<file path="config.mk">
export PLATFORM = sky130hd
export DESIGN_NAME = mem_copy_engine
export DESIGN_NICKNAME = d
export VERILOG_FILES = /design/src/rtl/mem_copy_engine.sv
export SDC_FILE = /design/constraint.sdc
export NUM_CORES = 1
export LEC_CHECK = 0
export BUFFER_PORTS_ARGS = -buffer_cell sky130_fd_sc_hd__buf_2
export CORE_UTILIZATION = 48
export CTS_BUF_LIST = sky130_fd_sc_hd__clkbuf_2
export CTS_CLUSTER_DIAMETER = 30
export CTS_CLUSTER_SIZE = 8
export DETAILED_ROUTE_END_ITERATION = 16
export MAX_ROUTING_LAYER = met4
export PLACE_DENSITY = 0.72
export SLEW_MARGIN = 10
export SYNTH_ARGS = -nofsm -noshare
export SYNTH_HDL_FRONTEND = slang
export SYNTH_SLANG_ARGS = --single-unit
</file>
<file path="constraint.sdc">
create_clock -name clk -period 6.1 [get_ports clk]
set_input_delay 1.22 -clock clk [delete_from_list [all_inputs] [get_ports clk]]
set_output_delay 1.22 -clock clk [all_outputs]
set_load 0.005 [all_outputs]
</file>
<file path="src/rtl/mem_copy_engine.sv">
// mem_copy_engine: DMA bus master for the fast memory port.
// Performs block copies (src -> dst) and block fills (constant -> dst)
// inside the 0..MEM_TOP window. It takes a one-cycle start pulse and
// reports completion with a one-cycle done pulse. err reports the most
// recent rejected request.
//
// Handshake: start is a request pulse that is honoured only while the
// engine is in IDLE. It is ignored in every other state, and no ready
// signal is returned. Each accepted or rejected request produces exactly
// one done pulse. A copy word is read in RD. The memory returns registered
// data during the following WR cycle, and the engine forwards that data
// combinationally onto mem_in.
module mem_copy_engine #(
    parameter int                 ADDR_W  = 15,
    parameter int                 DATA_W  = 16,
    parameter logic [ADDR_W-1:0]  MEM_TOP = 15'h6000
) (
    input  logic              clk,
    input  logic              rst_n,
    input  logic              start,
    input  logic              mode,
    input  logic [ADDR_W-1:0] src,
    input  logic [ADDR_W-1:0] dst,
    input  logic [ADDR_W-1:0] len,
    input  logic [DATA_W-1:0] fill_value,
    input  logic [DATA_W-1:0] mem_out,
    output logic [ADDR_W-1:0] mem_address,
    output logic [DATA_W-1:0] mem_in,
    output logic              mem_load,
    output logic              busy,
    output logic              done,
    output logic              err
);

    typedef enum logic [1:0] {IDLE, RD, WR, DONE} state_t;

    localparam logic [ADDR_W-1:0] ONE = {{(ADDR_W-1){1'b0}}, 1'b1};

    state_t            state;
    logic              mode_q;
    logic [ADDR_W-1:0] src_ptr;
    logic [ADDR_W-1:0] dst_ptr;
    logic [ADDR_W-1:0] cnt;
    logic [DATA_W-1:0] fill_q;

    logic [15:0] dst_end;
    logic [15:0] src_end;
    logic        reject;

    // Bounds check on the incoming request. The check uses 16-bit sums so
    // that the last address cannot wrap past the window.
    assign dst_end = 16'(dst) + 16'(len) - 16'd1;
    assign src_end = 16'(src) + 16'(len) - 16'd1;
    assign reject  = (len == '0) || (dst_end > 16'(MEM_TOP)) ||
                     (!mode && (src_end > 16'(MEM_TOP)));

    // Write data is the fill word, or the memory's registered read data
    // passed straight through while in a copy WR cycle.
    always_comb begin
        mem_in = '0;
        if (state == WR) mem_in = mode_q ? fill_q : mem_out;
    end

    // Control FSM. Port outputs are registered alongside the state update.
    always_ff @(posedge clk or negedge rst_n) begin
        if (!rst_n) begin
            state       <= IDLE;
            mode_q      <= 1'b0;
            src_ptr     <= '0;
            dst_ptr     <= '0;
            cnt         <= '0;
            fill_q      <= '0;
            mem_address <= '0;
            mem_load    <= 1'b0;
            busy        <= 1'b0;
            done        <= 1'b0;
            err         <= 1'b0;
        end else begin
            case (state)
                IDLE: begin
                    done <= 1'b0;
                    if (start) begin
                        mode_q  <= mode;
                        src_ptr <= src;
                        dst_ptr <= dst;
                        cnt     <= len;
                        fill_q  <= fill_value;
                        err     <= 1'b0;
                        if (reject) begin
                            err   <= 1'b1;
                            done  <= 1'b1;
                            state <= DONE;
                        end else if (mode) begin
                            state       <= WR;
                            busy        <= 1'b1;
                            mem_address <= dst;
                            mem_load    <= 1'b1;
                        end else begin
                            state       <= RD;
                            busy        <= 1'b1;
                            mem_address <= src;
                            mem_load    <= 1'b0;
                        end
                    end
                end
                RD: begin
                    state       <= WR;
                    mem_address <= dst_ptr;
                    mem_load    <= 1'b1;
                end
                WR: begin
                    src_ptr <= src_ptr + ONE;
                    dst_ptr <= dst_ptr + ONE;
                    cnt     <= cnt - ONE;
                    if (cnt == ONE) begin
                        state       <= DONE;
                        done        <= 1'b1;
                        busy        <= 1'b0;
                        mem_load    <= 1'b0;
                        mem_address <= '0;
                    end else if (mode_q) begin
                        mem_address <= dst_ptr + ONE;
                    end else begin
                        state       <= RD;
                        mem_address <= src_ptr + ONE;
                        mem_load    <= 1'b0;
                    end
                end
                DONE: begin
                    done  <= 1'b0;
                    state <= IDLE;
                end
                default: state <= IDLE;
            endcase
        end
    end

endmodule

</file>
# == Yosys cells after proc, flatten, opt, wreduce, memory -nomap -nowiden ==
# Cells that the tools add are included.
# totals
ff_bits,83
wordCells,78
# op_classes
addsub,7
n_lt_le_gt_ge,2
n_eq_ne,8
n_mux,34
n_reduce_logical,16
# op_table
op,count
2-to-1 mux 15 bit,8
one-hot mux 15 bit (2 select lines),3
one-hot mux 15 bit (3 select lines),1
adder 15 x 15 -> 16 bit,2
"> comparator 16 x 15 -> 1 bit, second input constant",2
2-to-1 mux 16 bit,2
"subtractor 16 x 1 -> 16 bit, second input constant",2
"adder 15 x 1 -> 15 bit, second input constant",2
"== test 15 x 1 -> 1 bit, second input constant",1
zero test 15 bit,1
"subtractor 15 x 1 -> 15 bit, second input constant",1
2-to-1 mux 1 bit,11
2-to-1 mux 2 bit,5
one-hot mux 2 bit (4 select lines),1
AND reduction 2 bit,4
AND reduction 4 bit,2
one-hot mux 1 bit (3 select lines),2
nonzero test 3 bit,2
"== test 2 bit, second input constant",2
"!= test 2 bit, second input constant",2
"!= test 3 x 2 -> 1 bit, second input constant",1
AND reduction 3 bit,1
"== test 2 x 1 -> 1 bit, second input constant",1
zero test 2 bit,1
6 further kinds,7

# == Longest topological paths before layout ==
# Gate-level depths: netlist (run 1).
# depth
ltp_word,8
mapped_depth,16
ltp_nobuf,15

# == Worst setup path before layout (run 1) ==
# OpenSTA, ideal clock, no wires.
# synth_timing
kind,in2reg
from,in src[1]
to,reg mem_address[0]
setup_ns,0.125
t_arrival_ns,4.592
setup_slack_ns,1.383
stages,15
n_path_buf,1
cell_sequence,inv_1 -> ha_1 -> inv_1 -> ha_1 -> fa_1 -> a211oi_2 -> o21a_2 -> o21ai_2 -> a2111oi_1 -> o221ai_1 -> or4_1 -> a211o_2 -> a2bb2oi_4 -> buf_6 -> mux2_4
# synth_via
elab_chain_cells,7
# synth_rtl
element,line_no,source
from (decl),22,"input logic [ADDR_W-1:0] src,"
adder 15 x 15 -> 16 bit,53,assign src_end = 16'(src) + 16'(len) - 16'd1;
subtractor 16 x 1 -> 16 bit,53,
> comparator 16 x 15 -> 1 bit,55,(!mode && (src_end > 16'(MEM_TOP)));
logical AND 1 bit,55,
logical OR 1 bit,54,assign reject = (len == '0) || (dst_end > 16'(MEM_TOP)) ||
!= test 2 bit (no line),-,
AND reduction 3 bit (no line),-,
to (signal assigned),96,mem_address <= dst;
to (signal assigned),101,mem_address <= src;
to (signal assigned),108,mem_address <= dst_ptr;
to (decl),27,"output logic [ADDR_W-1:0] mem_address,"
# Every way passes these cells.
# A chain may end at the register's enable or synchronous reset.

# == Worst setup path after layout (run 1) ==
# layout_timing
from,in len[1]
to,reg mem_address[1]
# layout_via
elab_chain_cells,7
word_cells_on_any_way,12
# layout_rtl
element,line_no,source
from (decl),24,"input logic [ADDR_W-1:0] len,"
"adder 15 x 15 -> 16 bit, on equally long branches","52, 53",
"subtractor 16 x 1 -> 16 bit, on equally long branches","52, 53",
"> comparator 16 x 15 -> 1 bit, on equally long branches","54, 55",
logical OR 1 bit or logical AND 1 bit (tied branches),"54, 55",
logical OR 1 bit (*),54,
!= test 2 bit (no line) (*),-,
AND reduction 3 bit (no line) (*),-,
# Every way passes the cells marked *; elsewhere a longest branch is shown, timed or not.

==> run_results.csv, run 1 <==
group,metric,value,unit
clock_network,postCtsSetupRepairBufs,0,
sta,max_clock_freq,224,MHz
clock_network,post_cts_resized,0,
power,pwr-share-seq,29.4,%
power,power_leakage,3.98,nW
sta,worst_pin_slew,1.11,ns
worst_setup_path,crit_family,"compound AO/OA/AOI/OAI gates",
run_status,outcome,"completed",
power,share_comb_of_total_power,59.8,%
clock_network,cts-buffers-inserted,9,
power,ir_drop,0.285,mV
synth,seq_area_frac_synth,27.6,%
layout,drive_gt1_share,17.9,%
power,power_frac_clock,10.8,%
worst_setup_path,crit_slowest_cell,"fa_1",
floorplanning,io_pins,116,
floorplanning,start_util,49.3,%
drt,drc,0,
place,place_ws,0.971,ns
min_path,hp-class,"input pin to asynchronous set/reset pin",
grt,grt_pass1_vias,6652,
drt,drtIter0Drc,578,
clock_network,cts_hold_buf,0,
synth,yosys_most_used_dff,"dfrtp_1",
sta,rsz0062_at_grt,"no",
grt,antenna_found_initial,1,
synth,syn_avg_cell_area,7.85,µm²
clock_network,clkSlewWorstSetupHoldPaths,0.27,ns
worst_setup_path,cp.arrival,4.99,ns
layout,area_growth,11.9,%
worst_setup_path,cp_num_buf_inv,3,
grt,met1_usage,35.9,%
drt,finalWirelength,20800,µm
clock_network,clk_latency,0.62,ns
drt,drt.antenna.violating_nets,0,
place,place.gp.congestion,0.933,
clock_network,cts_buffer_depth,2,
power,intPower,1.99,mW
floorplanning,die_area,16200,µm²
sta,min_period,4.47,ns
worst_setup_path,critPathMaxStageDelay,0.44,ns
grt,grt_util_met3,3.10,%
drt,vias,7194,
sta,finalHoldViolCount,0,
synth,synth_cells,959,
grt,grt_util_all_layers,27.3,%
floorplanning,rows,45,
worst_setup_path,r2r-start,"cnt[6]",
floorplanning,core,15300,µm²
synth,synth_cell_types,69,
floorplanning,die_w,127,µm
worst_setup_path,crit_chain,"buf_2, inv_1, ha_1, inv_1, ha_1, fa_1, a211oi_2, o21a_2, o21ai_2, a2111oi_1, o221ai_1, or4_1, a211o_2, a2bb2oi_4, mux2_4",
run,drv_cap,0,
worst_setup_path,worst_ep_required_time,6.62,ns
floorplanning,fp.dieH,127,µm
sta,setup_tns,0,ns
synth,syn-cell-area,7530,µm²
sta,layout_setup_ws,1.63,ns
worst_setup_path,endpoint_kind,"flop",
drt,first_pass_iters,5,
worst_setup_path,setup.worst_path.start_class,"input pin",
synth,yosysWarnings,0,
grt,grt_overflow,0,
drt,routedWlPerCell,16.5,µm
place,hpwlAfterDp,15900,µm
grt,grt_max_degree,76,
clock_network,cts_sinks,83,
synth,syn-num-nets,1109,
synth,ys_seq_elements,83,
sta,setup_viol,0,
worst_setup_path,cp-startpoint,"len[1]",
worst_setup_path,crit_type,"input pin to flop",
synth,synth_edf_count,0,
clock_network,htreeDepth,3,
place,port_buffers,115,
clock_network,root_buffer,"clkbuf_2",
grt,grt.busiest_layer,"met2",
worst_setup_path,cp_max_fo,15,
layout,layout_common_cells,"118 x inv_1, 114 x buf_2, 92 x nor2_1",
sta,finalCritPeriodShare,73.2,%
power,pwr_density_cell,448,nW/µm²
sta,relSlewSlack,26.3,%
layout,final_common_cell,"inv_1",
sta,drv_slew,0,
grt,grt_use_met2,43.9,%
synth,async_flop_share,100,%
layout,fin_nets,1193,
grt,grt_pass1_wl,33700,µm
power,p_switching,1.78,mW
sta,clock_skew,0.0288,ns
clock_network,cts_tree,"built",
power,switching_share,47.2,%
drt,vias_per_cell,5.71,
-- registers in the layout (all words and copies together), names as in the netlist --
| name | count |
|---|---|
| mode_q | 1 |
| cnt | 15 |
| fill_q | 16 |
| mem_load | 1 |
| state | 2 |
| busy | 1 |
| src_ptr | 15 |
| err | 1 |
| done | 1 |
| dst_ptr | 15 |
| mem_address | 15 |
-- layer usage --
layer	wire, µm	vias up
li1	-	3567
met1	9300	3306
met2	9680	290
met3	1460	31
met4	378	0
met5	0	-
-- stage by stage --
step | std cells | util [%] | hold WS, ns | cell area, µm² | total power, mW
3_3_place_gp | 1243 | 54.1 | 0.489 | 8260 | 3.32
2_1_floorplan | 959 | - | 0.467 | 7530 | 2.77
5_1_grt | 1260 | 55.2 | 0.477 | 8430 | 4.09
6_report | 1260 | 55.2 | 0.483 | 8430 | 3.78
3_5_place_dp | 1243 | 54.1 | 0.491 | 8260 | 3.36
4_1_cts | 1259 | 55.2 | 0.479 | 8420 | 3.77
-- synthesized netlist by cell type, types with 3 or more instances --
master	count	area [µm²]
nor3_1	12	60.1
xnor2_1	15	131
dfrtp_1	83	2080
xor2_1	14	123
nor4b_1	3	26.3
nand3_1	46	230
o21a_1	10	75.1
ha_1	67	838
a21oi_1	91	455
nor2_1	92	345
buf_2	4	20.0
or3_1	5	31.3
and3_1	15	93.8
inv_1	118	443
nand2b_1	6	37.5
mux2_2	26	293
buf_1	3	11.3
o21ai_0	84	420
mux2i_1	22	220
o211ai_1	19	143
a211oi_1	18	135
nand2_1	54	203
nor4_1	4	25.0
a21o_1	4	30.0
o22ai_1	13	81.3
a22oi_1	4	30.0
nand4_1	5	31.3
clkbuf_1	40	150
a31oi_1	19	119
mux2_4	10	150
-- area by class of cell --
cell class | count | area [µm²]
Clock inverter | 7 | 124
Antenna cell | 1 | 2.50
Inverter | 118 | 443
Multi-Input combinational cell | 708 | 4830
Sequential cell | 83 | 2080
Tap cell | 211 | 264
Fill cell | 1511 | 6830
Timing Repair Buffer | 123 | 638
Clock buffer | 9 | 45.0
-- final timing paths --
check,end,slack (ns),depth (start not counted)
worst max register to register,mem_load,2.65,10
worst min register to register,mem_address[4],0.53,1
worst min-delay path,mem_address[13],0.48,1
max in group asynchronous,mode_q,4.55,2
worst max-delay path,mem_address[1],1.63,15
min in group clk,mem_address[4],0.53,1
-- kinds of logic (layout without fill, tap and decap cells) --
family	count (synthesis)	after routing	synth area share (%)
adders and majority gates	69	69	11.7
AOI/OAI and AO/OA	297	297	24.1
and+or+nand+nor	255	255	15.7
xor gates and xnor gates	29	29	3.37
DFF	83	83	27.6
other	0	1	0
muxes	58	58	8.81
buffers and inverters	168	257	8.69
-- power by group through the flow --
stage	clock [mW]	sequential, mW	combinational, mW
after floorplan	0	1.04	1.73
after global routing	0.433	1.15	2.50
after CTS	0.414	1.10	2.25
final	0.408	1.11	2.26
after detailed placement	0	1.11	2.25
after global placement	0	1.11	2.21
(Power assumes the default switching activity.)
==> run 2: changes to the inputs <==
--- a/config.mk
+++ b/config.mk
@@ -12,7 +12,7 @@
 export CTS_CLUSTER_SIZE = 8
 export DETAILED_ROUTE_END_ITERATION = 16
 export MAX_ROUTING_LAYER = met4
-export PLACE_DENSITY = 0.72
+export PLACE_DENSITY = 0.75
 export SLEW_MARGIN = 10
 export SYNTH_ARGS = -nofsm -noshare
 export SYNTH_HDL_FRONTEND = slang
==> constraint.sdc (replaced) <==
create_clock -name clk -period 4.1 [get_ports clk]
set_input_delay 0.82 -clock clk [delete_from_list [all_inputs] [get_ports clk]]
set_output_delay 0.82 -clock clk [all_outputs]
set_load 0.005 [all_outputs]
==> run_results.csv, run 2 (synthesized netlist as in run 1, its figures left out) <==
group,metric,value,unit
run_status,outcome,"completed",
layout,nFillCells,1400,
power,intPower,3.03,mW
power,p_switching,2.69,mW
floorplanning,die_w,127,µm
clock_network,cts_sinks,83,
sta,drv_slew,0,
worst_setup_path,cp.arrival,4.50,ns
power,pwr_density_cell,621,nW/µm²
sta,finalCritPeriodShare,97.2,%
sta,relSlewSlack,31.3,%
layout,largest_register_ffs,16,
worst_setup_path,worst_ep_required_time,4.62,ns
layout,max_flop_register,"fill_q",
grt,grt_util_all_layers,28.8,%
clock_network,clkSlewWorstSetupHoldPaths,0.26,ns
worst_setup_path,r2r_cells,10,
drt,drc,0,
layout,stdcell_count,1359,
power,share_comb_of_total_power,61.2,%
sta,layout_setup_ws,0.114,ns
sta,clock_skew,0.0290,ns
clock_network,root_buffer,"clkbuf_2",
grt,grt_pass1_vias,7239,
grt,antenna_found_initial,1,
power,pwr-share-seq,29.7,%
place,place_ws,-0.531,ns
place,hpwlAfterDp,16700,µm
worst_setup_path,r2r-start,"cnt[6]",
worst_setup_path,cp_max_fo,15,
layout,fin_nets,1292,
power,switching_share,47.0,%
place,dp_cells,1341,
min_path,hp-class,"input pin to asynchronous set/reset pin",
power,finalPower,5.73,mW
clock_network,cts_hold_buf,0,
drt,first_pass_iters,8,
drt,finalWirelength,21800,µm
worst_setup_path,rr_endpoint,"mem_load",
sta,min_period,3.99,ns
power,power_leakage,4.44,nW
clock_network,cts-buffers-inserted,9,
sta,setup_viol,0,
place,port_buffers,115,
layout,drive_gt1_share,25.7,%
clock_network,cts_tree,"built",
place,place.gp.congestion,0.938,
grt,grt_overflow,0,
power,ir_drop,0.572,mV
worst_setup_path,setup.worst_path.start_class,"input pin",
drt,drtIter0Drc,629,
power,power_frac_clock,9.2,%
floorplanning,io_pins,116,
sta,holdWs,0.288,ns
floorplanning,rows,45,
grt,grt_pass1_wl,35700,µm
sta,finalHoldViolCount,0,
layout,post-route-util,60.5,%
worst_setup_path,endpoint_kind,"flop",
sta,max_clock_freq,251,MHz
layout,final_common_cell,"inv_1",
clock_network,htreeDepth,3,
drt,vias_per_cell,5.69,
grt,grt_max_degree,107,
sta,worst_pin_slew,1.03,ns
run,drv_cap,0,
drt,routedWlPerCell,16.0,µm
worst_setup_path,crit_type,"input pin to flop",
floorplanning,core,15300,µm²
floorplanning,start_util,49.3,%
clock_network,cts_buffer_depth,2,
floorplanning,die_area,16200,µm²
clock_network,clk_latency,0.62,ns
drt,drt.antenna.violating_nets,0,
layout,layout_common_cells,"115 x inv_1, 114 x buf_2, 107 x buf_4",
layout,area_growth,22.5,%
drt,vias,7735,
worst_setup_path,r2r_setup_slack,0.54,ns
floorplanning,fp.dieH,127,µm
[run 2: cell count changes in the layout (fill, tap and decap cells not counted), sizes merged]
cell | before | now
inv | 120 | 119
clkinvlp | 0 | 2
buf | 123 | 222
bufinv | 3 | 2
[run 2: how the worst max path moves through the flow]
stage | from | endpoint | slack, ns | cells past startpoint
after floorplan | src[1] | mem_address[0] | -0.02 | 15
after global placement | len[1] | mem_address[0] | -0.50 | 16
after detailed placement | len[1] | mem_load | -0.53 | 16
after CTS | len[1] | mem_address[4] | 0.17 | 16
after global routing | len[1] | mem_address[0] | -0.009 | 17
final | len[1] | mem_address[12] | 0.11 | 17
[run 2: area by class of cell]
type                    count  area [µm²]  area share, %
multi-input cells         708        4880           52.9
flip-flops and latches     83        2080           22.5
repair buffers            222        1390           15.1
inverters                 118         460           4.99
well taps                 211         264           2.86
clock inverters             7         101           1.10
clock buffers               9        45.0          0.488
diodes                      1        2.50         0.0271
[run 2: critical path: stages]
cell       delay (ns)
buf_2            0.14
inv_6            0.04
buf_4            0.13
ha_4             0.25
inv_2            0.04
ha_4             0.15
fa_2             0.40
a211oi_4         0.26
o21a_2           0.20
o21ai_2          0.07
a2111oi_2        0.30
o221ai_1         0.15
or4_1            0.54
a211o_4          0.38
a2bb2oi_4        0.15
buf_12           0.18
mux2_4           0.30
[run 2: timing repair]
action / 4_1_cts / 5_1_grt
resized for setup: 0 / 2
setup buffers: 0 / 1
endpoints found under the setup margin: 0 / 17
[run 2: power by group through the flow]
stage | Clock [mW] | Combinational [mW] | Sequential [mW]
3_3_place_gp | 0 | 3.32 | 1.69
6_report | 0.525 | 3.50 | 1.70
3_5_place_dp | 0 | 3.41 | 1.71
2_1_floorplan | 0 | 2.58 | 1.54
4_1_cts | 0.541 | 3.43 | 1.69
5_1_grt | 0.560 | 3.88 | 1.77
[run 2: per-stage QoR]
stage               area, µm²  setup TNS, ns
finish                   9220              0
global route             9220        -0.0206
CTS                      9190              0
detailed placement       9040          -9.29
global placement         9040          -9.04
floorplan                7590         -0.162
[run 2: per-layer routing]
metal,up-vias,share of wire (%),wire (µm),GRT usage [%]
li1,3760,-,-,-
met1,3643,44,9510,36.8
met2,295,47,10300,47.0
met3,37,7.0,1520,4.31
met4,0,1.8,401,9.10
met5,-,0,0,-
==> run 3: changes to the inputs <==
--- a/config.mk
+++ b/config.mk
@@ -6,13 +6,13 @@
 export NUM_CORES = 1
 export LEC_CHECK = 0
 export BUFFER_PORTS_ARGS = -buffer_cell sky130_fd_sc_hd__buf_2
-export CORE_UTILIZATION = 48
+export CORE_UTILIZATION = 27
 export CTS_BUF_LIST = sky130_fd_sc_hd__clkbuf_2
 export CTS_CLUSTER_DIAMETER = 30
 export CTS_CLUSTER_SIZE = 8
 export DETAILED_ROUTE_END_ITERATION = 16
 export MAX_ROUTING_LAYER = met4
-export PLACE_DENSITY = 0.75
+export PLACE_DENSITY = 0.48
 export SLEW_MARGIN = 10
 export SYNTH_ARGS = -nofsm -noshare
 export SYNTH_HDL_FRONTEND = slang
==> run_results.csv, run 3 (synthesized netlist as in run 1, its figures left out) <==
group,metric,value,unit
layout,post-route-util,34.9,%
sta,worst_pin_slew,0.936,ns
clock_network,clkSlewWorstSetupHoldPaths,0.33,ns
power,power_leakage,4.48,nW
clock_network,cts_buffer_depth,2,
floorplanning,die_w,169,µm
worst_setup_path,setup.worst_path.start_class,"input pin",
worst_setup_path,crit_slowest_cell,"or4_1",
power,ir_drop,0.266,mV
clock_network,clk_latency,0.66,ns
floorplanning,die_area,28600,µm²
sta,setup_tns,0,ns
grt,grt_util_all_layers,18.5,%
grt,grt_pass1_wl,40000,µm
grt,grt_overflow,0,
place,placed_cell_area,9310,µm²
place,hpwlAfterDp,19700,µm
sta,relSlewSlack,37.4,%
worst_setup_path,worst_ep_required_time,4.67,ns
sta,setup_viol,0,
power,pwr_density_cell,615,nW/µm²
floorplanning,io_pins,116,
layout,fin_nets,1301,
worst_setup_path,cp_max_fo,4,
drt,routedWlPerCell,16.5,µm
floorplanning,start_util,27.7,%
grt,grt_pass1_vias,7367,
clock_network,root_buffer,"clkbuf_2",
layout,max_flop_register,"fill_q",
worst_setup_path,crit_family,"compound AO/OA/AOI/OAI gates",
sta,min_period,3.90,ns
drt,first_pass_iters,5,
run_status,outcome,"completed",
drt,drt.antenna.violating_nets,0,
grt,antenna_found_initial,3,
drt,drtIter0Drc,334,
worst_setup_path,crit_type,"input pin to flop",
sta,clock_skew,0.0348,ns
worst_setup_path,crit_chain,"buf_2, inv_12, ha_4, inv_2, ha_4, fa_2, a211oi_2, o21a_2, o21ai_2, a2111oi_2, o221ai_1, or4_1, a211o_4, buf_4, a211oi_1, mux2_2",
drt,finalWirelength,25300,µm
floorplanning,rows,60,
layout,final_common_cell,"buf_4",
layout,largest_register_ffs,16,
worst_setup_path,cp-startpoint,"src[1]",
worst_setup_path,cpMostUsedCell,"ha_4",
worst_setup_path,critPathMaxStageDelay,0.53,ns
worst_setup_path,cp_num_buf_inv,4,
clock_network,cts-buffers-inserted,9,
clock_network,cts_sinks,83,
drt,drc,0,
layout,area_growth,25.9,%
worst_setup_path,endpoint_kind,"flop",
sta,rsz0062_at_grt,"no",
min_path,hp-class,"input pin to asynchronous set/reset pin",
layout,fin_area,9480,µm²
sta,finalHoldViolCount,0,
sta,holdWs,0.0637,ns
layout,nFillCells,2922,
clock_network,cts_tree,"built",
clock_network,cts_hold_buf,0,
drt,vias_per_cell,4.88,
worst_setup_path,cp.arrival,4.46,ns
sta,finalCritPeriodShare,95.1,%
worst_setup_path,r2r-start,"cnt[6]",
run,drv_cap,0,
drt,vias,7475,
grt,grt_max_degree,69,
layout,drive_gt1_share,26.4,%
sta,drv_slew,0,
clock_network,htreeDepth,3,
layout,layout_common_cells,"116 x buf_4, 115 x inv_1, 114 x buf_2",
floorplanning,fp.dieH,169,µm
sta,max_clock_freq,257,MHz
floorplanning,core,27200,µm²
place,place.gp.congestion,0.856,
place,port_buffers,115,
[run 3: changes by cell type in the layout (fill, tap and decap cells not counted), sizes merged]
cell	before	now
clkinvlp	2	0
bufinv	2	0
buf	222	231
inv	119	123
diode	1	3
[run 3: final cells by class]
class / instances / area [µm²] / share of cell area [%]
inverters: 118 / 460 / 4.86
multi-input cells: 708 / 4890 / 51.5
flip-flops and latches: 83 / 2080 / 21.9
clock buffers: 9 / 45.0 / 0.475
well taps: 372 / 465 / 4.91
clock inverters: 7 / 76.3 / 0.805
repair buffers: 231 / 1460 / 15.4
diodes: 3 / 7.51 / 0.0792
[run 3: per-layer routing]
layer  wire, µm  GRT usage, %  part of all wire (%)
met2      11800          29.8                    46
met4        319          5.01                   1.3
met1      12200          24.2                    48
met5          0             -                     0
met3        996          2.67                   3.9
[run 3: stage by stage]
step	total power, mW	std cells	setup WS, ns
3_3_place_gp	5.27	1511	-0.604
6_report	5.83	1531	0.203
4_1_cts	5.82	1527	0.0798
5_1_grt	6.37	1531	0.00893
3_5_place_dp	5.30	1511	-0.625
2_1_floorplan	4.13	959	-0.0162
[run 3: final timing paths]
check | to | slack, ns | cells after the start
worst max register to register | mem_load | 0.44 | 9
worst min-delay path | mode_q | 0.06 | 1
worst min register to register | cnt[12] | 0.55 | 1
worst max-delay path | mem_load | 0.20 | 16
max in group asynchronous | src_ptr[1] | 3.25 | 2
min in group clk | fill_q[8] | 0.35 | 2
[run 3: repair_timing]
item                                    in CTS  in global routing
buffers inserted                             0                  1
resized for setup                            0                  3
endpoints found under the setup margin       0                 16
[run 3: where the power goes]
group          switching [mW]  leakage, nW  internal, mW  total [mW]
clock network           0.399       0.0756         0.107       0.506
registers               0.473        0.956          1.24        1.71
logic                    1.97         3.45          1.64        3.62
total                    2.85         4.48          2.99        5.83
[run 3: worst reg2reg max path, delay by kind of cell (launching register included)]
kind	cells	cell delay [ns]
simple gates	6	2.26
flops	1	0.48
compound gates	2	0.46
mux	1	0.37
